## config.mk

```make
export PLATFORM = sky130hd
export DESIGN_NAME = odometer_multi
export DESIGN_NICKNAME = d
export VERILOG_FILES = /design/src/rtl/odometer_multi.sv
export SDC_FILE = /design/constraint.sdc
export NUM_CORES = 1
export LEC_CHECK = 0
export CORE_ASPECT_RATIO = 0.8
export CORE_MARGIN = 10
export CORE_UTILIZATION = 53
export CTS_BUF_LIST = sky130_fd_sc_hd__clkbuf_8 sky130_fd_sc_hd__clkbuf_16
export CTS_CLUSTER_DIAMETER = 40
export DETAILED_ROUTE_END_ITERATION = 10
export PLACE_DENSITY = 0.85
export SKIP_LAST_GASP = 1
export SLEW_MARGIN = 15
export SYNTH_ARGS = -nofsm -noshare
export SYNTH_HDL_FRONTEND = slang
export SYNTH_SLANG_ARGS = --single-unit
```

## constraint.sdc

```tcl
create_clock -name clk -period 2.95 [get_ports clk]
set_input_delay 0.7375 -clock clk [delete_from_list [all_inputs] [get_ports clk]]
set_output_delay 0.7375 -clock clk [all_outputs]
set_load 0.1 [all_outputs]
```

## src/rtl/odometer_multi.sv

```systemverilog
`default_nettype none
// ============================================================================
// Module   : odometer_multi
// Purpose  : Mileage recorder. It counts distance ticks while the drive FSM
//            sits in a state flagged as moving. It keeps a lifetime total and
//            a clearable trip count, both packed BCD (digit 0 in the LSBs).
//            An internal prescaler divides clk down to TICK_HZ.
// Options  : ODO_RETAIN_TOTAL_EN - when defined, power-off keeps total_bcd
//            and total_ovf, so the total behaves as a non-volatile odometer.
//            Only rst clears them in that build.
// Revision : 1.0 - initial release
// ============================================================================
module odometer_multi #(
    parameter int          CLK_HZ    = 100_000_000,
    parameter int          TICK_HZ   = 2,
    parameter int          DIGITS    = 8,
    parameter int          STATE_W   = 4,
    parameter logic [15:0] MOVE_MASK = 16'h0010
) (
    input  logic                  clk,
    input  logic                  rst,
    input  logic                  power_on,
    input  logic [STATE_W-1:0]    state,
    input  logic                  trip_clr,
    output logic [4*DIGITS-1:0]   total_bcd,
    output logic [4*DIGITS-1:0]   trip_bcd,
    output logic                  tick,
    output logic                  total_ovf
);

    // DIV must be at least 2. The prescaler is clog2(DIV) bits wide.
    localparam int              c_DIV     = CLK_HZ / TICK_HZ;
    localparam int              c_PS_W    = (c_DIV > 2) ? $clog2(c_DIV) : 1;
    localparam logic [c_PS_W-1:0] c_PS_LAST = c_PS_W'(c_DIV - 1);

    logic [c_PS_W-1:0]   presc_q, presc_d;
    logic                tick_q, tick_d;
    logic [4*DIGITS-1:0] total_q, total_d;
    logic [4*DIGITS-1:0] trip_q, trip_d;
    logic                ovf_q, ovf_d;

    logic [31:0]         w_state_ext;
    logic                w_moving;
    logic [4*DIGITS:0]   w_total_inc;   // {carry-out, incremented value}
    logic [4*DIGITS:0]   w_trip_inc;

    // Decimal +1 with a ripple carry through the digits.
    // The carry-out is 1 exactly when the input was all 9s.
    function automatic logic [4*DIGITS:0] bcd_inc(input logic [4*DIGITS-1:0] v);
        logic [4*DIGITS-1:0] r;
        logic                c;
        r = v;
        c = 1'b1;
        for (int i = 0; i < DIGITS; i++) begin
            if (c) begin
                if (v[4*i +: 4] == 4'd9) begin
                    r[4*i +: 4] = 4'd0;
                end else begin
                    r[4*i +: 4] = v[4*i +: 4] + 4'd1;
                    c           = 1'b0;
                end
            end
        end
        return {c, r};
    endfunction

    // State values of 16 and above are never moving, whatever the mask says.
    assign w_state_ext = 32'(state);
    assign w_moving    = power_on && (w_state_ext < 32'd16) && MOVE_MASK[w_state_ext[3:0]];
    assign w_total_inc = bcd_inc(total_q);
    assign w_trip_inc  = bcd_inc(trip_q);

    // Next-state logic. Power-off clears state. The counters advance on the
    // cycle after a registered tick, and trip_clr beats a coincident increment.
    always_comb begin
        presc_d = presc_q;
        tick_d  = 1'b0;
        total_d = total_q;
        trip_d  = trip_q;
        ovf_d   = ovf_q;
        if (!power_on) begin
            presc_d = '0;
            trip_d  = '0;
`ifdef ODO_RETAIN_TOTAL_EN
            total_d = total_q;
            ovf_d   = ovf_q;
`else
            total_d = '0;
            ovf_d   = 1'b0;
`endif
        end else begin
            if (tick_q) begin
                total_d = w_total_inc[4*DIGITS-1:0];
                trip_d  = w_trip_inc[4*DIGITS-1:0];
                if (w_total_inc[4*DIGITS]) begin
                    ovf_d = 1'b1;
                end
            end
            if (trip_clr) begin
                trip_d = '0;
            end
            // The prescaler freezes while stopped, so a partial interval resumes later.
            if (w_moving) begin
                if (presc_q == c_PS_LAST) begin
                    presc_d = '0;
                    tick_d  = 1'b1;
                end else begin
                    presc_d = presc_q + 1'b1;
                end
            end
        end
    end

    // State registers with synchronous active-low reset.
    always_ff @(posedge clk) begin
        if (!rst) begin
            presc_q <= '0;
            tick_q  <= 1'b0;
            total_q <= '0;
            trip_q  <= '0;
            ovf_q   <= 1'b0;
        end else begin
            presc_q <= presc_d;
            tick_q  <= tick_d;
            total_q <= total_d;
            trip_q  <= trip_d;
            ovf_q   <= ovf_d;
        end
    end

    assign total_bcd = total_q;
    assign trip_bcd  = trip_q;
    assign tick      = tick_q;
    assign total_ovf = ovf_q;

endmodule
`default_nettype wire

```

==> results.rst, run 1 <==
.. list-table::
   :header-rows: 1

   * - Metric
     - Value
   * - TritonCTS Buffers
     - 9
   * - Cell at the root of the clock tree
     - clkbuf_8
   * - Maximum count of clock buffers along a single path
     - 2
   * - CORE AREA
     - 7980 sq um
   * - Number of buffers inserted for hold repair after clock tree synthesis
     - 0
   * - Fraction of registers with async set or reset after synthesis
     - 0
   * - Capture point of the worst reg-to-reg path
     - total_bcd[27]
   * - Cell type contributing the most total cell area after synthesis
     - dfxtp_1
   * - Critical path endpoint category
     - flop
   * - Synth Warn #
     - 0
   * - Final Hold Viols
     - 0
   * - CTS-repair resized insts
     - 0
   * - Routed Wire Length
     - 10100 um
   * - Antenna violations before repair
     - 0
   * - TritonCTS clock tree
     - yes
   * - Slew of the pin with the lowest slew margin
     - 0.596 ns
   * - Setup Total Neg Slack
     - 0 ns
   * - First DRT Iteration DRCs
     - 297
   * - Cell with the most instances after synthesis
     - dfxtp_1
   * - Effective utilization at floorplan
     - 0.547
   * - Final Skew
     - 0.0121 ns
   * - Remaining antenna violation count
     - 0
   * - Area share of the largest cell type after synthesis
     - 0.422
   * - Placed cells
     - 686
   * - Detailed Place HPWL
     - 7440 um
   * - Worst hold-check path type
     - flop to flop
   * - RSZ-0062 raised after global routing
     - no
   * - Overall via count from detail_route
     - 3852
   * - Maximum resistive drop on vdd
     - 274 uV
   * - Number of non-filler instances in the completed layout
     - 702
   * - Wire length of the first global-routing pass
     - 16800 um
   * - Parity-gate share of the synthesized area counting xor and xnor cells
     - 0.0983
   * - Number of failing setup endpoints in the final timing report
     - 0
   * - Layout overhead on the synthesized area
     - 21.1%
   * - Critical R2R Launch
     - total_bcd[8]
   * - Row cnt
     - 29
   * - Pwr per Cell Area
     - 414 nW/um^2
   * - Commonest cells in the synthesized netlist
     - dfxtp_1, nor2_1, nand2_1
   * - Sum of overflow across all layers after global routing
     - 0
   * - Required @ worst endpoint
     - 3.24 ns
   * - Dominant combinational cell family by area after synthesis
     - simple AND/OR/NAND/NOR gates
   * - Ys flop type
     - dfxtp_1
   * - Share of layout cells above drive strength 1
     - 0.167
   * - Via count normalized by instance count
     - 5.49
   * - R2r worst-path depth
     - 5
   * - Die width
     - 121 um
   * - Max cap viols
     - 0
   * - Final design utilization
     - 0.663
   * - Detailed-routing iteration count for the pre-antenna-repair pass
     - 4
   * - Number of flops mapped to enable cells by yosys
     - 0
   * - Pin count of the biggest net entering global routing
     - 37
   * - Vias in the first global route
     - 3567
   * - Clk slew on worst S/H paths
     - 0.09 ns
   * - Seq/Total Area, Yosys
     - 0.422
   * - Hold Crit Start
     - total_ovf
   * - Cell types with the largest area share after synthesis
     - dfxtp_1, xor2_1, nor2_1
   * - Max-slew violation count
     - 0
   * - Worst reg2reg setup slack
     - 0.60 ns
   * - Placer Congestion
     - 0.800
   * - Clk sink count
     - 92
   * - Hold Crit Depth
     - 2
   * - Final critical-path required period
     - 2.35 ns
   * - Post-synthesis instance area
     - 4370 sq um
   * - Endpoint arrival time on the critical path
     - 2.63 ns
   * - Synth Area in Compound Gates
     - 0.0997
   * - Fmax
     - 426 MHz
   * - Final period utilization
     - 0.796
   * - Kind of start point of the critical path
     - flop
   * - Residual DRC count
     - 0
   * - Die Ht
     - 101 um
   * - Number of filler instances in the final layout
     - 639
   * - Total die area
     - 12300 sq um
   * - Clock latency on the worst-skew pair
     - 0.35 ns
   * - Run status
     - finished, final reports clean
   * - Hold-critical path endpoint
     - total_ovf
   * - Static power due to leakage
     - 0.00195 uW
   * - Total of buffers placed on input and output ports
     - 73
   * - Max-Slew Margin vs Limit
     - 0.597
   * - Synthesized-area fraction occupied by adder cells
     - 0.00287
   * - Worst Path Class, Setup
     - flop to flop
   * - H-Tree Depth
     - 3
   * - Routed length per placed instance
     - 14.4 um
   * - Distinct cell type count of the synthesized netlist
     - 53
   * - Mapped Cells
     - 515
   * - Overall Global Routing Usage
     - 0.162
   * - Syn Area/Cell
     - 8.48 sq um
   * - Syn Nets
     - 524
   * - Critical-path maximum fanout
     - 6
   * - Post-Synth Simple-Gate Area
     - 0.336
   * - Number of buffers added for setup after CTS
     - 0
   * - Num ports
     - 74
   * - Antenna diode count
     - 0
   * - Synth Register Bits
     - 92
   * - Multiplexer area fraction after synthesis
     - 0.0138
   * - Layout net count
     - 598
==> metal layers <==
| metal | wire [um] | GRT usage |
|---|---|---|
| met1 | 4590 | 0.199 |
| met2 | 4950 | 0.274 |
| met3 | 509 | 0.0511 |
| met4 | 54 | 0.0348 |
| met5 | 0 | 0 |
==> cell type report <==
class / count / area (sq um) / share of cell area
clock inverter: 7 / 92.6 / 0.0175
multi-input combinational: 392 / 2410 / 0.455
timing repair buffer: 82 / 646 / 0.122
clock buffer: 9 / 124 / 0.0234
sequential: 92 / 1840 / 0.348
inverter: 12 / 45.0 / 0.00851
tap: 108 / 135 / 0.0255
==> how the worst max path moves through the flow <==
stage             startpoint       endpoint  slack [ns]  cells after the start
2_1_floorplan   total_bcd[7]  total_bcd[27]        0.19                      5
3_3_place_gp        state[2]     presc_q[0]        0.38                      7
3_5_place_dp        state[2]    presc_q[14]        0.30                      7
4_1_cts         total_bcd[8]  total_bcd[27]        0.59                      5
5_1_grt        total_bcd[11]  total_bcd[31]        0.43                      6
6_report        total_bcd[8]  total_bcd[27]        0.60                      5
==> state kept, by name, indices dropped and copies added (netlist names) <==
| name | cells |
|---|---|
| total_ovf | 1 |
| trip_bcd | 32 |
| total_bcd | 32 |
| presc_q | 26 |
| tick | 1 |
==> through the flow <==
step           total power, uW  hold slack (ns)  area [sq um]  worst slack (ns)
2_1_floorplan             1290            0.458          4370             0.188
3_3_place_gp              1310            0.456          5070             0.378
3_5_place_dp              1310            0.473          5070             0.301
4_1_cts                   2220            0.493          5290             0.594
5_1_grt                   2270            0.532          5290             0.428
6_report                  2190            0.486          5290             0.601
==> kinds of logic (layout without fill, tap and decap cells) <==
family                     Yosys count  after routing
and+or+nand+nor                    261            261
DFF                                 92             92
AOI/OAI and AO/OA                   75             75
xor gates and xnor gates            49             49
buffers and inverters               31            110
muxes                                6              6
adders and majority gates            1              1
==> worst max-delay path, stage by stage, from the launching register on <==
cell and delay [ns]:
dfxtp_1 0.45, nor4bb_1 0.52, nand4_1 0.22, or3_4 0.44
or4b_1 0.48, a31oi_1 0.16
==> where the power goes <==
part	switching, uW	total (uW)	internal, uW
Combinational	25.2	40.4	15.1
Sequential	0.134	1240	1240
Clock	436	910	474
==> placed cells by master, fill, tap and decap left out, drive strengths merged, types with 3 or more instances in the layout <==
| cell | count |
|---|---|
| dfxtp | 92 |
| buf | 75 |
| nor2 | 69 |
| nand2 | 37 |
| xor2 | 35 |
| nor2b | 29 |
| a21oi | 28 |
| o21ai | 26 |
| nand3 | 25 |
| nand4 | 16 |
| xnor2 | 14 |
| inv | 13 |
| nor3 | 12 |
| or3 | 11 |
| and3 | 9 |
| clkbuf | 9 |
| a31oi | 8 |
| nor3b | 7 |
| clkdlybuf4s50 | 7 |
| and2 | 7 |
| mux2i | 6 |
| nand2b | 4 |
| nor4bb | 4 |
| and4 | 4 |
| nand4bb | 4 |
| nor4 | 4 |
| and3b | 3 |
| nand4b | 3 |
| o32ai | 3 |
| nor4b | 3 |
Note: power is estimated with default switching activity, not from simulation.
==> run 2: changes to the inputs <==
--- a/config.mk
+++ b/config.mk
@@ -7,11 +7,11 @@
 export LEC_CHECK = 0
 export CORE_ASPECT_RATIO = 0.8
 export CORE_MARGIN = 10
-export CORE_UTILIZATION = 53
+export CORE_UTILIZATION = 48
 export CTS_BUF_LIST = sky130_fd_sc_hd__clkbuf_8 sky130_fd_sc_hd__clkbuf_16
 export CTS_CLUSTER_DIAMETER = 40
 export DETAILED_ROUTE_END_ITERATION = 10
-export PLACE_DENSITY = 0.85
+export PLACE_DENSITY = 0.81
 export SKIP_LAST_GASP = 1
 export SLEW_MARGIN = 15
 export SYNTH_ARGS = -nofsm -noshare
==> constraint.sdc (replaced) <==
create_clock -name clk -period 2 [get_ports clk]
set_input_delay 0.5 -clock clk [delete_from_list [all_inputs] [get_ports clk]]
set_output_delay 0.5 -clock clk [all_outputs]
set_load 0.1 [all_outputs]
==> results.rst, run 2 (synthesis gave the netlist of run 1 again) <==
.. list-table::
   :header-rows: 1

   * - Metric
     - Value
   * - Remaining antenna violation count
     - 0
   * - Slew of the pin with the lowest slew margin
     - 0.387 ns
   * - Residual DRC count
     - 0
   * - Share of layout cells above drive strength 1
     - 0.321
   * - Clk sink count
     - 92
   * - Layout overhead on the synthesized area
     - 55.0%
   * - Die Ht
     - 105 um
   * - Final period utilization
     - 1.05
   * - Final Skew
     - 0.00980 ns
   * - Final critical-path required period
     - 2.09 ns
   * - Final Hold Viols
     - 0
   * - H-Tree Depth
     - 3
   * - R2r worst-path depth
     - 6
   * - Pin count of the biggest net entering global routing
     - 24
   * - Number of filler instances in the final layout
     - 565
   * - Hold Crit Depth
     - 2
   * - Number of gates on the worst path with buffers counted
     - 6
   * - Violated checks
     - setup timing
   * - TritonCTS clock tree
     - yes
   * - Vias in the first global route
     - 4013
   * - Max-Slew Margin vs Limit
     - 0.741
   * - Total of buffers placed on input and output ports
     - 73
   * - Leading cell types in the layout, fill and taps excluded
     - nor2_1, buf_12, buf_4
   * - Gr busiest metal
     - met2
   * - Met1 routing resource usage after global routing
     - 0.195
   * - Cell with the largest stage delay on the worst path
     - or4b_1
   * - Worst-path cell chain
     - nor4bb_4 > buf_4 > nand4_1 > or3_4 > or4b_1 > a31oi_1
   * - Total die area
     - 13300 sq um
   * - Placer Congestion
     - 0.833
   * - Required @ worst endpoint
     - 2.27 ns
   * - First DRT Iteration DRCs
     - 487
   * - Maximum count of clock buffers along a single path
     - 2
   * - Worst setup slack after layout
     - -0.0941 ns
   * - Num ports
     - 74
   * - RSZ-0062 raised after global routing
     - yes
   * - Clock latency on the worst-skew pair
     - 0.35 ns
   * - Overall Global Routing Usage
     - 0.169
   * - Pwr per Cell Area
     - 557 nW/um^2
   * - Maximum resistive drop on vdd
     - 662 uV
   * - Detailed Place HPWL
     - 8540 um
   * - Placed cells
     - 731
   * - Antenna violations before repair
     - 0
   * - TritonCTS Buffers
     - 9
   * - Effective utilization at floorplan
     - 0.487
   * - Max-slew violation count
     - 0
   * - Worst Path Class, Setup
     - flop to flop
   * - Max cap viols
     - 0
   * - Detailed-routing iteration count for the pre-antenna-repair pass
     - 5
   * - Critical-path maximum fanout
     - 3
   * - Clk slew on worst S/H paths
     - 0.06 ns
   * - Number of failing setup endpoints in the final timing report
     - 4
   * - Via count normalized by instance count
     - 5.41
   * - Wire length of the first global-routing pass
     - 19100 um
   * - Routed length per placed instance
     - 15.5 um
   * - Area of the multi-input gates
     - 2500 sq um
   * - Number of non-filler instances in the completed layout
     - 751
   * - Overall via count from detail_route
     - 4060
   * - Fmax
     - 478 MHz
   * - Most common cell after layout, fill and taps aside
     - nor2_1
   * - Kind of start point of the critical path
     - flop
   * - Max stage delay on crit path
     - 0.48 ns
   * - Die width
     - 127 um
   * - Fraction of met3 tracks used by global routing
     - 0.0496
   * - Met2 GRT Util
     - 0.291
   * - Routed Wire Length
     - 11700 um
   * - CORE AREA
     - 8960 sq um
   * - Worst path top cell family by delay
     - simple AND/OR/NAND/NOR gates
   * - Layout net count
     - 640
   * - Endpoint arrival time on the critical path
     - 2.37 ns
   * - Sequential cell area in the final layout
     - 1940 sq um
   * - Cell at the root of the clock tree
     - clkbuf_16
   * - Row cnt
     - 31
   * - Buffering stage count on the worst path with inverters included
     - 1
   * - Static power due to leakage
     - 0.00248 uW
   * - Sum of overflow across all layers after global routing
     - 0
   * - Run status
     - finished with violations
   * - Antenna diode count
     - 0
   * - Worst hold-check path type
     - flop to flop
   * - Critical path endpoint category
     - flop
   * - Final design utilization
     - 0.755
   * - Number of buffers inserted for hold repair after clock tree synthesis
     - 0
[run 2: cell count changes in the layout (fill, tap and decap cells not counted), moves of 3 or more]
cell / delta
dfxtp_4: +15
buf_6: +3
buf_4: -27
dfxtp_2: +34
buf_12: +66
clkbuf_16: +9
clkbuf_8: -6
dfxtp_1: -49
[run 2: path summary, 6_finish.rpt]
path	slack (ns)	to	startpoint
worst max-delay path	-0.09	total_bcd[27]	total_bcd[11]
worst min register to register	0.50	presc_q[25]	presc_q[25]
worst min-delay path	0.50	presc_q[25]	presc_q[25]
worst max register to register	-0.09	total_bcd[27]	total_bcd[11]
[run 2: cell type report]
type                       count  area share
clock buffer                  12      0.0394
inverter                      12     0.00666
timing repair buffer         124       0.266
multi-input combinational    392       0.370
sequential                    92       0.287
clock inverter                 4      0.0105
tap                          115      0.0213
[run 2: where the power goes]
| group | leakage (uW) | total [uW] | internal [uW] | switching, uW |
|---|---|---|---|---|
| clock | 0.000166 | 1880 | 1190 | 688 |
| sequential | 0.000770 | 1810 | 1810 | 0.203 |
| combinational | 0.00154 | 75.0 | 33.0 | 42.0 |
[run 2: per-stage QoR]
| step | total power [uW] | hold WS (ns) | TNS (ns) | area [sq um] | setup WS [ns] |
|---|---|---|---|---|---|
| global placement | 1920 | 0.476 | -6.03 | 6310 | -0.290 |
| finish | 3770 | 0.502 | -0.245 | 6770 | -0.0941 |
| detailed placement | 1930 | 0.495 | -7.87 | 6310 | -0.364 |
| global route | 3870 | 0.521 | -1.03 | 6770 | -0.170 |
| floorplan | 1880 | 0.458 | -1.33 | 4500 | -0.229 |
| CTS | 3800 | 0.503 | -0.176 | 6690 | -0.0603 |
[run 2: tightest hold or removal path, stage by stage (launching register included)]
cell     delay [ns]
dfxtp_1        0.32
o21ai_0        0.07
a21oi_1        0.06
[run 2: layer usage]
layer / vias up / part of all wire
met5: - / 0
met4: 0 / 0.014
met3: 14 / 0.052
met2: 86 / 0.51
met1: 1919 / 0.43
li1: 2041 / -
[run 2: timing repair]
action | CTS | global route
setup endpoints to repair | 10 | 27
resized for setup | 4 | 13
pin swaps | 2 | 9
setup buffers | 0 | 4
==> run 3: changes to the inputs <==
--- a/config.mk
+++ b/config.mk
@@ -17,3 +17,4 @@
 export SYNTH_ARGS = -nofsm -noshare
 export SYNTH_HDL_FRONTEND = slang
 export SYNTH_SLANG_ARGS = --single-unit
+export TNS_END_PERCENT = 30
==> results.rst, run 3 (synthesis gave the netlist of run 1 again) <==
.. list-table::
   :header-rows: 1

   * - Metric
     - Value
   * - Most common cell after layout, fill and taps aside
     - nor2_1
   * - Detailed-routing iteration count for the pre-antenna-repair pass
     - 5
   * - Total power draw
     - 3440 uW
   * - Buffering stage count on the worst path with inverters included
     - 3
   * - Kind of start point of the critical path
     - flop
   * - Final critical-path required period
     - 2.11 ns
   * - Max cap viols
     - 0
   * - Via count normalized by instance count
     - 5.61
   * - Routed Wire Length
     - 12700 um
   * - Vias in the first global route
     - 4273
   * - RSZ-0062 raised after global routing
     - yes
   * - Routed length per placed instance
     - 16.9 um
   * - Required @ worst endpoint
     - 2.22 ns
   * - Number of filler instances in the final layout
     - 589
   * - Worst hold-check path type
     - flop to flop
   * - Maximum resistive drop on vdd
     - 497 uV
   * - Total of buffers placed on input and output ports
     - 73
   * - Cell at the root of the clock tree
     - clkbuf_16
   * - CORE AREA
     - 8960 sq um
   * - Max stage delay on crit path
     - 0.35 ns
   * - Critical-path maximum fanout
     - 7
   * - First DRT Iteration DRCs
     - 359
   * - Slew of the pin with the lowest slew margin
     - 0.376 ns
   * - Row cnt
     - 31
   * - Remaining antenna violation count
     - 0
   * - Violated checks
     - setup timing
   * - Run status
     - finished with violations
   * - Antenna violations before repair
     - 0
   * - Final design utilization
     - 0.747
   * - TritonCTS Buffers
     - 9
   * - Worst Path Class, Setup
     - flop to flop
   * - Num ports
     - 74
   * - Final Hold Viols
     - 0
   * - Leading cell types in the layout, fill and taps excluded
     - nor2_1, buf_12, buf_4
   * - Layout overhead on the synthesized area
     - 53.2%
   * - Pwr per Cell Area
     - 513 nW/um^2
   * - Placement Setup Slack
     - -0.389 ns
   * - Max-slew violation count
     - 0
   * - Final Skew
     - 0.00988 ns
   * - Worst path top cell family by delay
     - simple AND/OR/NAND/NOR gates
   * - Worst-path cell chain
     - nor4bb_4 > buf_4 > nand4_1 > buf_6 > nor4_4 > buf_4 > mux2i_1 > a31oi_1
   * - Endpoint arrival time on the critical path
     - 2.32 ns
   * - Critical Path Most Common Cell
     - buf_4
   * - Sum of overflow across all layers after global routing
     - 0
   * - Share of layout cells above drive strength 1
     - 0.318
   * - Layout net count
     - 644
   * - TritonCTS clock tree
     - yes
   * - Worst setup slack after layout
     - -0.107 ns
   * - Final period utilization
     - 1.05
   * - Effective utilization at floorplan
     - 0.487
   * - Residual DRC count
     - 0
   * - Detailed Place HPWL
     - 9080 um
   * - Clk slew on worst S/H paths
     - 0.07 ns
   * - Pin count of the biggest net entering global routing
     - 24
   * - Clk sink count
     - 92
   * - Die width
     - 127 um
   * - Fmax
     - 475 MHz
   * - Overall via count from detail_route
     - 4231
   * - Die Ht
     - 105 um
   * - Critical path endpoint category
     - flop
   * - Cell with the largest stage delay on the worst path
     - dfxtp_4
   * - Hold slack final
     - 0.495 ns
   * - Overall Global Routing Usage
     - 0.179
   * - Number of failing setup endpoints in the final timing report
     - 7
   * - Clock latency on the worst-skew pair
     - 0.34 ns
   * - Antenna diode count
     - 0
   * - Wire length of the first global-routing pass
     - 20500 um
   * - Placer Congestion
     - 0.881
   * - Static power due to leakage
     - 0.00244 uW
   * - Maximum count of clock buffers along a single path
     - 2
   * - H-Tree Depth
     - 3
   * - Max-Slew Margin vs Limit
     - 0.749
   * - Total die area
     - 13300 sq um
## run 3: cell count changes in the layout (fill, tap and decap cells not counted), sizes merged
| cell | change |
|---|---|
| buf | +4 |
| clkinvlp | +3 |
| clkbuf | -3 |
| inv | +1 |
| bufinv | -2 |
## run 3: through the flow
stage                     TNS (ns)  cell area, sq um  cells
final                       -0.455              6690    754
after floorplan              -3.16              4490    515
after detailed placement     -9.80              6270    730
after CTS                   -0.196              6620    751
after global placement       -7.05              6270    730
after global routing         -2.08              6690    754
## run 3: per-layer routing
metal  track usage  vias to the layer above  share of wire
li1              -                     2041              -
met1         0.202                     2062           0.42
met2         0.320                      115           0.53
met3        0.0451                       13          0.043
met4        0.0633                        0          0.011
met5             0                        -              0
## run 3: final timing paths
| path | from | endpoint | slack, ns | cells past startpoint |
|---|---|---|---|---|
| setup / recovery | total_bcd[11] | total_bcd[31] | -0.11 | 8 |
| hold / removal | presc_q[25] | presc_q[25] | 0.50 | 2 |
| hold reg to reg | presc_q[25] | presc_q[25] | 0.50 | 2 |
| setup reg to reg | total_bcd[11] | total_bcd[31] | -0.11 | 8 |
## run 3: timing repair
action / CTS / global route
setup buffers: 6 / 3
pin swaps: 3 / 9
endpoints found under the setup margin: 11 / 42
gates resized for setup: 5 / 10
hold buffers: 0 / 0
## run 3: cell type report
cell class / instances / area (sq um) / share of cell area
Clock buffer: 9 / 225 / 0.0337
Inverter: 12 / 45.0 / 0.00673
Timing Repair Buffer: 128 / 1800 / 0.269
Clock inverter: 6 / 42.5 / 0.00636
Tap cell: 115 / 144 / 0.0215
Multi-Input combinational cell: 392 / 2490 / 0.373
Sequential cell: 92 / 1940 / 0.290
## run 3: worst register-to-register path, cell delays in order, from the launching register on
cell and delay, ns:
dfxtp_4 0.35, nor4bb_4 0.29, buf_4 0.18, nand4_1 0.17
buf_6 0.20, nor4_4 0.26, buf_4 0.20, mux2i_1 0.23
a31oi_1 0.11
## run 3: report_power, final
| group | switching (uW) | internal (uW) | total [uW] |
|---|---|---|---|
| Combinational | 42.8 | 33.9 | 76.7 |
| Clock | 714 | 835 | 1550 |
| Sequential | 0.198 | 1810 | 1810 |
